## src/rtl/tone_sequencer.sv

```systemverilog
// Buffers note requests in a FIFO and plays each as a timed tone gate plus silent gap for amp_control.
// Optional macro TONE_DONE_EN adds the note_done pulse and the notes_played counter.
module tone_sequencer #(
  parameter int CLK_PER_MS = 5000,
  parameter int DEPTH      = 8,
  parameter int GAP_MS     = 50
) (
  input  logic        clk,
  input  logic        reset,
  input  logic [2:0]  note_in,
  input  logic [9:0]  dur_in,
  input  logic        note_valid,
  output logic        note_ready,
  input  logic        flush,
  output logic [12:0] sound,
  output logic        play,
  output logic        busy
`ifdef TONE_DONE_EN
  ,
  output logic        note_done,
  output logic [7:0]  notes_played
`endif
);
  localparam int AW = $clog2(DEPTH);
  localparam int CW = AW + 1;
  localparam int PW = $clog2(CLK_PER_MS);
  localparam logic [CW-1:0] FULL_CNT = CW'(DEPTH);
  localparam logic [PW-1:0] PRE_MAX  = PW'(CLK_PER_MS - 1);
  localparam logic [9:0]    GAP_LEN  = 10'(GAP_MS);

  typedef enum logic [1:0] {IDLE, TONE, GAP} state_t;

  // Rest codes leave the previous half-period in place.
  function automatic logic [12:0] tone_lut(input logic [2:0] code, input logic [12:0] cur);
    case (code)
      3'd0:    return 13'd1205;
      3'd1:    return 13'd1613;
      3'd2:    return 13'd1984;
      3'd3:    return 13'd2392;
      3'd4:    return 13'd5000;
      3'd5:    return 13'd568;
      default: return cur;
    endcase
  endfunction

  logic [12:0]   r_mem [DEPTH];
  logic [AW-1:0] r_wr_ptr, r_rd_ptr;
  logic [CW-1:0] r_count;
  state_t        r_state, w_state_nxt;
  logic [PW-1:0] r_pre;
  logic [9:0]    r_dur;
  logic          r_rest, r_play;
  logic [12:0]   r_sound;
  logic [12:0]   w_head;
  logic          w_full, w_push, w_pop, w_wrap, w_last;

  assign w_head     = r_mem[r_rd_ptr];
  assign w_full     = (r_count == FULL_CNT);
  assign w_push     = note_valid & ~w_full & ~flush;
  assign w_wrap     = (r_pre == PRE_MAX);
  assign w_last     = w_wrap & (r_dur == 10'd1);
  assign note_ready = ~w_full;
  assign busy       = (r_count != '0) | (r_state != IDLE);
  assign sound      = r_sound;
  assign play       = r_play;

  always_ff @(posedge clk) begin
    if (w_push) r_mem[r_wr_ptr] <= {note_in, dur_in};
  end

  always_ff @(posedge clk or negedge reset) begin
    if (!reset) begin
      r_wr_ptr <= '0;
      r_rd_ptr <= '0;
      r_count  <= '0;
    end else if (flush) begin
      r_wr_ptr <= '0;
      r_rd_ptr <= '0;
      r_count  <= '0;
    end else begin
      if (w_push) r_wr_ptr <= r_wr_ptr + AW'(1);
      if (w_pop)  r_rd_ptr <= r_rd_ptr + AW'(1);
      case ({w_push, w_pop})
        2'b10:   r_count <= r_count + CW'(1);
        2'b01:   r_count <= r_count - CW'(1);
        default: r_count <= r_count;
      endcase
    end
  end

  always_ff @(posedge clk or negedge reset) begin
    if (!reset) r_state <= IDLE;
    else        r_state <= w_state_nxt;
  end

  always_comb begin
    w_state_nxt = r_state;
    w_pop       = 1'b0;
    if (flush) begin
      w_state_nxt = IDLE;
    end else begin
      case (r_state)
        IDLE: begin
          if (r_count != '0) begin
            w_pop = 1'b1;
            if (w_head[9:0] != 10'd0) w_state_nxt = TONE;
          end
        end
        TONE:    if (w_last) w_state_nxt = (GAP_MS == 0) ? IDLE : GAP;
        GAP:     if (w_last) w_state_nxt = IDLE;
        default: w_state_nxt = IDLE;
      endcase
    end
  end

  // One shared ms prescaler times both the tone and the gap; r_dur holds the remaining ms.
  always_ff @(posedge clk or negedge reset) begin
    if (!reset) begin
      r_pre   <= '0;
      r_dur   <= '0;
      r_rest  <= 1'b0;
      r_sound <= '0;
      r_play  <= 1'b0;
    end else if (flush) begin
      r_pre  <= '0;
      r_dur  <= '0;
      r_play <= 1'b0;
    end else begin
      r_play <= (r_state == TONE) & ~r_rest;
      if (r_state == IDLE) begin
        r_pre <= '0;
        if (w_pop) begin
          r_dur  <= w_head[9:0];
          r_rest <= (w_head[12:11] == 2'b11);
          if (w_head[9:0] != 10'd0) r_sound <= tone_lut(w_head[12:10], r_sound);
        end
      end else if (w_last) begin
        r_pre <= '0;
        r_dur <= (r_state == TONE) ? GAP_LEN : 10'd0;
      end else begin
        r_pre <= w_wrap ? '0 : r_pre + PW'(1);
        if (w_wrap) r_dur <= r_dur - 10'd1;
      end
    end
  end

`ifdef TONE_DONE_EN
  logic       r_done;
  logic [7:0] r_played;
  logic       w_done;

  assign w_done       = ~flush & (r_state != IDLE) & (w_state_nxt == IDLE);
  assign note_done    = r_done;
  assign notes_played = r_played;

  always_ff @(posedge clk or negedge reset) begin
    if (!reset) begin
      r_done   <= 1'b0;
      r_played <= '0;
    end else begin
      r_done <= w_done;
      if (w_done) r_played <= r_played + 8'd1;
    end
  end
`endif

endmodule

```

## config.mk

```make
export PLATFORM = sky130hd
export DESIGN_NAME = tone_sequencer
export DESIGN_NICKNAME = d
export VERILOG_FILES = /design/src/rtl/tone_sequencer.sv
export SDC_FILE = /design/constraint.sdc
export NUM_CORES = 1
export LEC_CHECK = 0
export BUFFER_PORTS_ARGS = -buffer_cell sky130_fd_sc_hd__buf_2
export CORE_ASPECT_RATIO = 0.9
export CORE_MARGIN = 4
export CORE_UTILIZATION = 43
export DETAILED_ROUTE_END_ITERATION = 12
export PLACE_DENSITY_LB_ADDON = 0.25
export REMOVE_ABC_BUFFERS = 1
export SYNTH_ARGS = -nofsm -noshare
export SYNTH_HDL_FRONTEND = slang
export SYNTH_SLANG_ARGS = --single-unit
```

## constraint.sdc

```tcl
create_clock -name clk -period 2.7 [get_ports clk]
set_input_delay 0.405 -clock clk [delete_from_list [all_inputs] [get_ports clk]]
set_output_delay 0.405 -clock clk [all_outputs]
set_load 0.03 [all_outputs]
```

# --- Word level (Yosys, flattened, before mapping) ---
# Memory sizes are Yosys's and may differ from the RTL's.
# Index checks and enable logic that the tools add are counted.
# W data, S select, Z words.
op_classes:
  add_sub_neg: 6
  mul: 0
  div_mod_pow: 0
  n_lt_le_gt_ge: 0
  eq_ne: 18
  shifts: 0
  muxes: 29
  bitwise_logic: 8
  reduce_logical: 14
ops:
  columns: ["operator", "count"]
  rows:
  - ["$pmux W13 S6", 1]
  - ["$mux W13", 4]
  - ["$mux W10", 5]
  - ["$ne A3 B3 Y1 const B", 5]
  - ["$add A13 B1 Y13 const B", 1]
  - ["$eq A13 B13 Y1 const B", 1]
  - ["$mux W3", 4]
  - ["$eq A10 B1 Y1 const B", 1]
  - ["$mux W2", 5]
  - ["$reduce_bool A10 Y1", 1]
  - ["$sub A10 B1 Y10 const B", 1]
  - ["$pmux W4 S2", 1]
  - ["$reduce_bool A4 Y1", 2]
  - ["$add A3 B1 Y3 const B", 2]
  - ["$eq A2 B2 Y1 const B", 3]
  - ["$eq A3 B2 Y1 const B", 2]
  - ["$eq A3 B3 Y1 const B", 2]
  - ["$mux W1", 6]
  - ["$mux W6", 1]
  - ["$pmux W2 S3", 1]
  - ["$reduce_bool A2 Y1", 3]
  - ["$reduce_bool A6 Y1", 1]
  - ["$reduce_and A5 Y1", 1]
  - ["$add A4 B1 Y4 const B", 1]
  - ["14 further kinds", 20]
word_totals:
  register_bits: 50
  latchBits: 0
  mem_bits_rw: 104
  romBits: 0
  input_bits: 17
  output_inout_bits: 16
  elab_cells: 85
  mem_count: 1
memory_table:
  columns: ["memory", "words", "width", "rd", "rd_clocked_by_memory_dff", "wr", "line", "source"]
  rows:
  - ["r_mem", 8, 13, 1, 0, 1, "46", "logic [12:0] r_mem [DEPTH];"]

# --- Depth between registers and ports, before layout ---
depth:
  depth_word: 7
  ltp_mapped: 11
  mapped_depth_nobuf: 10

# --- Worst setup path before layout ---
# Ideal clock, no wire load.
synth_timing:
  path_kind: "reg2reg"
  startpoint: "register r_rd_ptr[2]"
  endpoint: "register r_sound[7] (netlist: sound[7])"
  setup_time_ns: 0.125
  t_arrival_ns: 2.584
  required_ns: 2.575
  setup_slack_ns: -0.009
  stages_incl_launch_ff: 10
  n_path_buf: 3
  synth_period_minus_slack_ns: 2.709
  cell_sequence: "dfrtp_1 clkbuf_1 clkbuf_1 mux4_2 mux2i_1 nand4_1 or4b_1 buf_2 nand3_4 mux2_4"
synth_via:
  elab_chain_len: 4
  elab_cells_between_ends: 11
  cone_classes: "5 x eq/ne; 1 x mux; 4 x reduce/logical; 1 x memory"
synth_lines:
  columns: ["element", "line", "source"]
  rows:
  - ["from (decl)", "47", "logic [AW-1:0] r_wr_ptr, r_rd_ptr;"]
  - ["from (signal assigned)", "82", "if (w_pop) r_rd_ptr <= r_rd_ptr + AW'(1);"]
  - ["$mem_v2 Z8 W13 *", null, null]
  - ["$eq A3 B3 Y1, or another cell as far along", "35", "case (code)"]
  - ["$reduce_bool A6 Y1 (no line)", null, null]
  - ["$reduce_and A5 Y1 (no line)", null, null]
  - ["to (signal assigned)", "135", "if (w_head[9:0] != 10'd0) r_sound <= tone_lut(w_head[12:10], r_sound);"]
  - ["to (decl)", "53", "logic [12:0] r_sound;"]
# Every way passes the cells marked *; elsewhere a longest branch is shown, timed or not. The select of a mux whose other input is x is not followed.
# A chain may end at the register's enable or synchronous reset.

# --- Worst setup path after layout ---
layout_timing:
  startpoint: "register r_rd_ptr[1]"
  endpoint: "register r_sound[7] (netlist: sound[7])"
# The elaborated chain is that of the path after synthesis.

==> results.yml <==
finish:
  syn_to_final_growth_pct: 18.5
  final_cells: 715
  fin_util: 0.525
  nets: 528
  final_cell_area_um2: 7780
  drive_above_1_share: 0.263
  diodes: 0
floorplan:
  pin_count: 33
  dieArea_um2: 17300
  fp-row-count: 42
  core_area_um2: 14800
  die_h_um: 125
  die_w_um: 138
  start_util: 0.443
setup_path:
  critPathRequiredTime_ns: 3.00
  arrival_ns: 2.95
  cp_max_fo: 9
  critical_path_class: "register to register"
  timing.reg2reg.setup_slack_ns: 0.05
  crit_slowest_cell: "or4b_4"
  slowest_delay_ns: 0.59
  critPathLaunchType: "register"
  cp-end-kind: "register"
  path_cells: "buf_12 > mux4_1 > mux2i_1 > nand4_1 > or4b_4 > nand3_4 > mux2_4"
route:
  drc: 0
  wl_per_cell_um: 19.0
  vias: 3920
  drt_iter0_markers: 359
  viasPerCell: 5.48
  wl_um: 13600
  dr.pass1.iters: 5
  ant_nets: 0
synthesis:
  synthDistinctLibCells: 53
  synth-edff-count: 104
  synthSimpleGateAreaFrac: 0.0869
  synthFlopType: "edfxtp_1"
  yosysSeqAreaShare: 0.658
  synthMuxAreaShare: 0.132
  avgSynthCellArea_um2: 15.2
  synth_fa_ha_area_frac: 0.0133
  ys_ff_latch: 152
  yosysWarnings: 0
  synthCells: 433
  synth_top_family_by_area: "multiplexers"
  synth-xor-area-share: 0.0333
  syn_area_um2: 6570
  synth-compound-area-share: 0.0535
  async_flop_share: 0.316
placed_design:
  dpl.cell_count: 679
  gp_congestion: 0.821
  place_ws_ns: -0.0597
  dpl.hpwl_um: 8680
  dpl_cell_area_um2: 7180
  place.port_buffers: 31
cts:
  clkTransAtPathRegs_ns: 0.06
  clk_latency_ns: 0.42
  cts_root_buf: "clkbuf_16"
  numCtsBuffers: 17
  cts_tree: "done"
  htree_num_levels: 4
  clockBufferDepth: 2
  numClockSinks: 152
sta:
  setup_viol: 0
  max_freq_ghz: 0.377
  relSlewSlack: 0.629
  finClkSkew_ns: 0.0102
  tightestPinTransition_ns: 0.554
  fin_crit_sh: 0.982
  finalCriticalPeriod_ns: 2.65
  drv_slew: 0
  final-hold-violation-count: 0
  worst_slack_ns: 0.0495
  rsz0062_at_grt: "yes"
grt:
  grt_antenna_before_repair: 0
  grt_max_degree: 28
  grt_pass1_vias: 3934
  grtUsageTotal: 0.162
  overflow: 0
  grt_pass1_wl_um: 21600
pwr:
  power_per_cell_area_nw_per_um2: 946
  leakage_nw: 2.91
  vdd_drop_max_mv: 0.540
hold_path:
  hp-class: "input pin to register"
run:
  cap_violations: 0
outcome:
  outcome: "finished clean"
## Yosys cell counts, drive strengths merged (3+ instances only)
library cell,number,share of area
a21oi,15,0.011
dfrtp,48,0.18
xnor2,17,0.023
a31oi,3,0.0029
o2bb2ai,3,0.0040
nand2,24,0.014
o221ai,3,0.0040
xor2,8,0.011
nor2,50,0.029
mux2,8,0.017
nand3,11,0.010
ha,7,0.013
or2,3,0.0029
nor3,6,0.0046
nor4,3,0.0029
inv,10,0.0057
edfxtp,104,0.48
o21ai,12,0.0091
buf,8,0.010
mux4,26,0.095
or4b,3,0.0046
or3,4,0.0038
clkbuf,11,0.0063
mux2i,13,0.020
and3,6,0.0057
## placed cells by master, fill, tap and decap left out, types with 3 or more instances in the layout
| cell | count |
|---|---|
| a21oi_1 | 15 |
| a31oi_1 | 3 |
| and3_1 | 6 |
| buf_12 | 3 |
| buf_2 | 31 |
| buf_4 | 34 |
| clkbuf_16 | 18 |
| clkinvlp_4 | 3 |
| dfrtp_1 | 47 |
| edfxtp_1 | 104 |
| ha_1 | 7 |
| inv_1 | 10 |
| inv_6 | 5 |
| inv_8 | 3 |
| mux2_2 | 3 |
| mux2_4 | 5 |
| mux2i_1 | 12 |
| mux4_1 | 10 |
| mux4_2 | 16 |
| nand2_1 | 24 |
| nand3_1 | 10 |
| nor2_1 | 50 |
| nor3_1 | 4 |
| nor4_1 | 3 |
| o21ai_0 | 12 |
| o221ai_1 | 3 |
| o2bb2ai_1 | 3 |
| or2_2 | 3 |
| or3_1 | 4 |
| xnor2_1 | 17 |
| xor2_1 | 8 |
## cells by family (layout without fill, tap and decap cells)
logic type	count (synthesis)	in the layout
flops	152	152
other cells	1	1
xor+xnor	25	25
fa+ha+maj	7	7
buf+inv	29	112
compound gates	53	53
mux	47	47
simple gates	119	120
## what timing repair did
item	4_1_cts	5_1_grt
pin swaps	0	1
gates cloned	0	2
endpoints found under the setup margin	5	9
hold buffers	1	0
resized for setup	1	3
setup buffers	0	1
hold endpoints to repair	23	0
## area by class of cell
| class | count | area, µm² |
|---|---|---|
| tap | 198 | 248 |
| clock buffer | 18 | 429 |
| timing repair buffer | 70 | 505 |
| clock inverter | 14 | 114 |
| fill | 1235 | 7040 |
| sequential | 152 | 4330 |
| multi-input combinational | 253 | 2120 |
| inverter | 10 | 37.5 |
## critical path: cells and delay by family, from the launching register on
kind | cells | cell delay [ns]
flops | 1 | 0.41
buf+inv | 1 | 0.15
simple gates | 3 | 0.86
mux | 3 | 1.09
## stage by stage
step | power [mW] | setup TNS, ns | hold slack, ns
2_1_floorplan | 4.38 | -4.02 | 0.109
3_3_place_gp | 5.10 | -0.120 | 0.423
3_5_place_dp | 5.14 | -0.270 | 0.425
4_1_cts | 7.36 | 0 | 0.238
5_1_grt | 7.75 | -0.101 | 0.251
6_report | 7.36 | 0 | 0.247
## metal layers
layer | GRT usage | vias to the layer above | share of wire
met5 | 0 | - | 0
li1 | - | 1800 | -
met4 | 0.0476 | 0 | 0.014
met2 | 0.256 | 115 | 0.47
met1 | 0.224 | 1991 | 0.46
met3 | 0.0389 | 14 | 0.051
## power by group
group	total [mW]	switching [mW]	internal (mW)
sequential	2.90	0.175	2.72
combinational	2.27	1.26	1.01
clock	2.19	0.995	1.20
## sequential cells by signal (all words and copies together) (netlist names)
| signal | cells |
|---|---|
| r_dur | 10 |
| r_rest | 1 |
| r_wr_ptr | 3 |
| r_rd_ptr | 3 |
| r_count | 4 |
| play | 1 |
| r_mem | 104 |
| sound | 11 |
| r_state | 2 |
| r_pre | 13 |
## final timing paths
path                                              start               endpoint  cells past startpoint
worst max-delay path            r_rd_ptr[1]$_DFFE_PN0P_   sound[7]$_DFFE_PN0P_                      7
worst min-delay path                          dur_in[4]  r_mem[0][4]$_DFFE_PP_                      1
worst max register to register  r_rd_ptr[1]$_DFFE_PN0P_   sound[7]$_DFFE_PN0P_                      7
worst min register to register       r_rest$_DFFE_PN0P_         play$_DFF_PN0_                      1
max in group asynchronous                         reset   sound[7]$_DFFE_PN0P_                      3
min in group asynchronous                         reset     r_pre[7]$_DFF_PN0_                      2
Power figures use the tool's default switching activity.
